File: src/rtl/cpu_mem_pkg.sv
// Shared types and constants for the CPU memory-port arbiter.
package cpu_mem_pkg;

  typedef enum logic [1:0] {
    IDLE   = 2'd0,
    WAIT_I = 2'd1,
    WAIT_D = 2'd2,
    DONE   = 2'd3
  } arb_state_t;

  // Read data returned to a requester whose access was aborted by the watchdog.
  localparam logic [31:0] ARB_ERR_RDATA = '0;

endpackage

File: src/rtl/mem_arb_watchdog.sv
// Response watchdog: counts cycles spent waiting for mem_ack and flags expiry
// once the count reaches TIMEOUT-1.
module mem_arb_watchdog #(
  parameter int unsigned TIMEOUT = 64
) (
  input  logic i_clk,
  input  logic i_rst,
  input  logic i_clr,
  input  logic i_en,
  output logic o_expired
);

  localparam int unsigned CW = $clog2(TIMEOUT);

  logic [CW-1:0] r_cnt;
  logic          w_expired;

  assign w_expired = (r_cnt == CW'(TIMEOUT - 1));
  assign o_expired = w_expired;

  always_ff @(posedge i_clk or posedge i_rst) begin
    if (i_rst) begin
      r_cnt <= '0;
    end else if (i_clr) begin
      r_cnt <= '0;
    end else if (i_en && !w_expired) begin
      r_cnt <= r_cnt + 1'b1;
    end
  end

endmodule

File: src/rtl/mem_port_arbiter.sv
// Arbitrates the single memory-controller port between instruction fetch and
// data access. Optional performance counters are enabled with ARB_PERF_CNT_EN.
module mem_port_arbiter
  import cpu_mem_pkg::*;
#(
  parameter int unsigned MAX_D_STREAK = 4,
  parameter int unsigned TIMEOUT      = 64,
  parameter int unsigned AW           = 32,
  parameter int unsigned DW           = 32
) (
  input  logic          clk,
  input  logic          rst,
  input  logic          if_req,
  input  logic [AW-1:0] if_addr,
  output logic [DW-1:0] if_rdata,
  output logic          if_valid,
  input  logic          d_req,
  input  logic          d_wr,
  input  logic [AW-1:0] d_addr,
  input  logic [DW-1:0] d_wdata,
  output logic [DW-1:0] d_rdata,
  output logic          d_valid,
  output logic          acc_err,
  output logic          mem_req,
  output logic          mem_wr,
  output logic [AW-1:0] mem_addr,
  output logic [DW-1:0] mem_wdata,
  input  logic [DW-1:0] mem_rdata,
`ifdef ARB_PERF_CNT_EN
  output logic [31:0]   perf_if_grants,
  output logic [31:0]   perf_d_grants,
  output logic [31:0]   perf_timeouts,
`endif
  input  logic          mem_ack
);

  localparam int unsigned SW = $clog2(MAX_D_STREAK + 1);

  arb_state_t    r_state;
  logic [SW-1:0] r_streak;
  logic [DW-1:0] r_if_rdata;
  logic [DW-1:0] r_d_rdata;
  logic          r_if_valid;
  logic          r_d_valid;
  logic          r_acc_err;
  logic          r_mem_req;
  logic          r_mem_wr;
  logic [AW-1:0] r_mem_addr;
  logic [DW-1:0] r_mem_wdata;

  logic          w_waiting;
  logic          w_expired;
  logic          w_fetch_forced;
  logic          w_d_grant;
  logic          w_i_grant;
  logic          w_finish;
  logic [DW-1:0] w_done_rdata;

  assign w_waiting      = (r_state == WAIT_I) || (r_state == WAIT_D);
  assign w_fetch_forced = if_req && (r_streak == SW'(MAX_D_STREAK));
  assign w_d_grant      = (r_state == IDLE) && d_req && !w_fetch_forced;
  assign w_i_grant      = (r_state == IDLE) && !w_d_grant && if_req;
  // An ack in the expiry cycle completes normally.
  assign w_finish       = w_waiting && (mem_ack || w_expired);
  assign w_done_rdata   = mem_ack ? mem_rdata : DW'(ARB_ERR_RDATA);

  mem_arb_watchdog #(
    .TIMEOUT (TIMEOUT)
  ) u_watchdog (
    .i_clk     (clk),
    .i_rst     (rst),
    .i_clr     (!w_waiting),
    .i_en      (w_waiting),
    .o_expired (w_expired)
  );

  always_ff @(posedge clk or posedge rst) begin
    if (rst) begin
      r_state     <= IDLE;
      r_streak    <= '0;
      r_if_rdata  <= '0;
      r_d_rdata   <= '0;
      r_if_valid  <= 1'b0;
      r_d_valid   <= 1'b0;
      r_acc_err   <= 1'b0;
      r_mem_req   <= 1'b0;
      r_mem_wr    <= 1'b0;
      r_mem_addr  <= '0;
      r_mem_wdata <= '0;
    end else begin
      r_if_valid <= 1'b0;
      r_d_valid  <= 1'b0;
      r_acc_err  <= 1'b0;
      case (r_state)
        IDLE: begin
          if (w_d_grant) begin
            r_state     <= WAIT_D;
            r_mem_req   <= 1'b1;
            r_mem_wr    <= d_wr;
            r_mem_addr  <= d_addr;
            r_mem_wdata <= d_wdata;
            if (!if_req) begin
              r_streak <= '0;
            end else if (r_streak != SW'(MAX_D_STREAK)) begin
              r_streak <= r_streak + 1'b1;
            end
          end else if (w_i_grant) begin
            r_state    <= WAIT_I;
            r_mem_req  <= 1'b1;
            r_mem_wr   <= 1'b0;
            r_mem_addr <= if_addr;
            r_streak   <= '0;
          end
        end
        WAIT_I, WAIT_D: begin
          if (w_finish) begin
            r_state   <= DONE;
            r_mem_req <= 1'b0;
            r_mem_wr  <= 1'b0;
            r_acc_err <= !mem_ack;
            if (r_state == WAIT_I) begin
              r_if_rdata <= w_done_rdata;
              r_if_valid <= 1'b1;
            end else begin
              r_d_rdata <= w_done_rdata;
              r_d_valid <= 1'b1;
            end
          end
        end
        DONE: begin
          r_state <= IDLE;
        end
      endcase
    end
  end

`ifdef ARB_PERF_CNT_EN
  logic [31:0] r_perf_if;
  logic [31:0] r_perf_d;
  logic [31:0] r_perf_to;

  always_ff @(posedge clk or posedge rst) begin
    if (rst) begin
      r_perf_if <= '0;
      r_perf_d  <= '0;
      r_perf_to <= '0;
    end else begin
      if (w_i_grant) r_perf_if <= r_perf_if + 1'b1;
      if (w_d_grant) r_perf_d  <= r_perf_d + 1'b1;
      if (w_finish && !mem_ack) r_perf_to <= r_perf_to + 1'b1;
    end
  end

  assign perf_if_grants = r_perf_if;
  assign perf_d_grants  = r_perf_d;
  assign perf_timeouts  = r_perf_to;
`endif

  assign if_rdata  = r_if_rdata;
  assign if_valid  = r_if_valid;
  assign d_rdata   = r_d_rdata;
  assign d_valid   = r_d_valid;
  assign acc_err   = r_acc_err;
  assign mem_req   = r_mem_req;
  assign mem_wr    = r_mem_wr;
  assign mem_addr  = r_mem_addr;
  assign mem_wdata = r_mem_wdata;

endmodule

File: config.mk
export PLATFORM = sky130hd
export DESIGN_NAME = mem_port_arbiter
export DESIGN_NICKNAME = d
export VERILOG_FILES = /design/src/rtl/cpu_mem_pkg.sv /design/src/rtl/mem_arb_watchdog.sv /design/src/rtl/mem_port_arbiter.sv
export SDC_FILE = /design/constraint.sdc
export NUM_CORES = 1
export LEC_CHECK = 0
export CORE_ASPECT_RATIO = 1.5
export CORE_UTILIZATION = 40
export CTS_CLUSTER_DIAMETER = 80
export DETAILED_ROUTE_END_ITERATION = 12
export GPL_ROUTABILITY_DRIVEN = 0
export PLACE_DENSITY = 0.73
export REMOVE_ABC_BUFFERS = 1
export SETUP_SLACK_MARGIN = 0.2
export SKIP_CTS_REPAIR_TIMING = 1
export SLEW_MARGIN = 20
export SYNTH_ARGS = -nofsm -noshare
export SYNTH_HDL_FRONTEND = slang
export SYNTH_HIERARCHICAL = 1
export SYNTH_SLANG_ARGS = --single-unit
File: constraint.sdc
create_clock -name clk -period 5.6 [get_ports clk]
set_input_delay 1.12 -clock clk [delete_from_list [all_inputs] [get_ports clk]]
set_output_delay 1.12 -clock clk [all_outputs]
set_load 0.05 [all_outputs]
==> results.md <==
* Crit-path slowest cell: clkdlybuf4s50_1
* Number of synthesized flops with an enable pin at 0
* Slowest cell delay on critical path at 580 ps
* # setup viols final at 0
* TritonCTS clock tree: yes
* CP top delay family: simple AND/OR/NAND/NOR gates
* Fin crit period at 2910 ps
* Setup tns final at 0 ps
* Area share of the largest cell type after synthesis at 0.561
* DRT Pass-1 Iters at 4
* Max_cap viols at 0
* Ranking of synthesized cells by area: dfrtp_1, mux2_2, a41oi_1
* Slew headroom at 0.401
* DR DRC count at 0
* Routed Antenna Nets at 0
* Hold worst-path end: if_rdata[28]
* HP Start: if_rdata[28]
* Pwr/cell area at 676 nW/um2
* Cells after synthesis at 522
* Status: finished clean
* LEAKAGE at 4.05 nW
* Worst EP required at 5890 ps
* First-pass GRT wire length at 29500 um
* CP Class: in -> reg
* Placed insts at 958
* Sw Share at 0.468
* Ys flop type: dfrtp_1
* PortBufs at 266
* Area delta synth->final at 52.0%
* Vias per cell at 5.34
* Sequential share of power at 0.264
* Gate power share at 0.564
* Netlist Area Pre-Place at 6420 um2
* # rows at 56
* Clk buf depth at 2
* Clock slew at reported path FFs at 50 ps
* Tot GR Track Use at 0.231
* Final Hold Viols at 0
* Final WL at 18900 um
* Reg-to-Reg End: if_rdata[1]
* Critical path peak fanout at 36
* Wire per inst at 19.1 um
* # clock sinks at 144
* Worst Hold Depth at 2
* Initial antenna violation count at 0
* CP endpoint kind: register
* Register area share after synthesis at 0.561
* Fillers at 1285
* Synth top cells by count: dfrtp_1, mux2_2, o21ai_0
* Die X at 105 um
* Slew Viols, Final at 0
* Post-layout util at 0.622
* R2R Setup Slk at 2990 ps
* Die Ht at 157 um
* Total vias in the final route at 5287
* Internal at 3.51 mW
* Die area at 16600 um2
* Highest Clock Rate at 344 MHz
* Period utilization at 0.519
* Worst hold margin at 489 ps
* Initial Util at 0.409
* Worst-skew pair later-pin latency at 410 ps
* Share of flip-flops with an asynchronous set or reset at 1.00
* Congestion Overflow GR at 0
* Most frequent cell after synthesis: dfrtp_1
* Clock power share at 0.172
* Syn avg cell area at 12.3 um2
* Flops & latches, synth at 144
* CP cell instances: clkdlybuf4s50_1 > and3_2 > nor2_8 > mux2_2
* Peak VDD IR at 0.000355 V
* Non-filler instance count after layout at 990
* Worst path arrival time at 3190 ps
* Crit path launch type: input pin
* I/O pins at 267
* H-tree depth at 4
* Reg-to-Reg Start: u_watchdog/r_cnt[0]
* Largest net degree at the start of global routing at 101
* Fraction of layout cells with a size suffix above 1 at 0.177
* HP Class: reg -> reg
* Slew @ Worst Pin at 899 ps
* Core area at 15700 um2
* CTS Buf Count at 17
* Clock skew at 11.6 ps
* Clock root buffer: clkbuf_16
* RSZ-0062 raised after global routing: no
* Yosys warnings at 6
* Ant diodes at 0
* Initial drt markers at 307
* Reg2Reg Depth at 6
* Yosys top cell by area: dfrtp_1
* Unique masters post-synth at 45
* Post-DP HPWL at 13300 um
* P_sw at 3.08 mW
* Vias in the first global route at 5531
* Total chip power at 6.60 mW
* CP Buf/Inv Count at 1
* Final nets at 914
[cells in the final DEF (no fill, tap or decap), types with 8 or more instances in the layout]
master,count
o21ai_0,40
clkbuf_16,17
buf_4,8
a41oi_1,33
a21oi_1,33
mux2_4,9
dfrtp_1,144
clkdlybuf4s50_1,266
and2_1,28
nand2_1,11
nor2_1,38
inv_1,9
mux2_2,76
[metal layers]
| metal | part of all wire | wire, um | track usage |
|---|---|---|---|
| met1 | 0.37 | 6900 | 0.256 |
| met2 | 0.52 | 9810 | 0.397 |
| met3 | 0.058 | 1100 | 0.0596 |
| met4 | 0.056 | 1060 | 0.143 |
| met5 | 0 | 0 | 0 |
[worst max-delay path by stage]
stage                     startpoint       endpoint  slack [ps]  depth (start not counted)
after floorplan                  rst        acc_err         780                          1
after global placement        if_req   mem_wdata[5]        2010                          4
after detailed placement      if_req   mem_wdata[8]        1890                          4
after CTS                     if_req   mem_wdata[8]        2350                          4
after global routing          if_req   mem_wdata[7]        2590                          4
final                         if_req  mem_wdata[28]        2690                          4
[flip-flops by register name (all words and copies together) (netlist names), 2 cells and up]
| signal | cells |
|---|---|
| u_watchdog/r_cnt | 6 |
| d_rdata | 32 |
| if_rdata | 32 |
| mem_wdata | 32 |
| mem_addr | 32 |
| r_streak | 3 |
| r_state | 2 |
[worst reg2reg max path: stages, from the launching register on]
cell and delay, ps:
dfrtp_1 420, ha_1 260, nand2_1 220, nor2_1 180
o211ai_4 670, buf_4 380, mux2_2 370
[metrics by stage]
stage	setup WS [ps]	area [um2]
6_report	2690	9760
2_1_floorplan	784	6180
3_3_place_gp	2010	9160
4_1_cts	2350	9760
5_1_grt	2590	9760
3_5_place_dp	1890	9160
[power by group through the flow]
stage | Clock, mW | Sequential [mW] | Combinational, mW
finish | 1.13 | 1.74 | 3.72
global route | 1.20 | 1.79 | 3.90
CTS | 1.16 | 1.74 | 3.74
detailed placement | 0 | 1.75 | 3.73
global placement | 0 | 1.73 | 3.66
floorplan | 0 | 3.20 | 0.976
[kinds of logic after synthesis]
family	share of synthesized area
AOI/OAI and AO/OA	0.137
adders and majority gates	0.0117
buffers and inverters	0.0433
DFF	0.561
muxes	0.164
and+or+nand+nor	0.0821
[area by class of cell]
type / instances / area (um2) / area share
Inverter: 10 / 42.5 / 0.00436
Timing Repair Buffer: 274 / 2720 / 0.279
Multi-Input combinational cell: 327 / 2540 / 0.261
Clock inverter: 13 / 151 / 0.0155
Sequential cell: 144 / 3600 / 0.369
Clock buffer: 19 / 443 / 0.0454
Tap cell: 203 / 254 / 0.0260
Note: power is estimated with default switching activity, not from simulation.
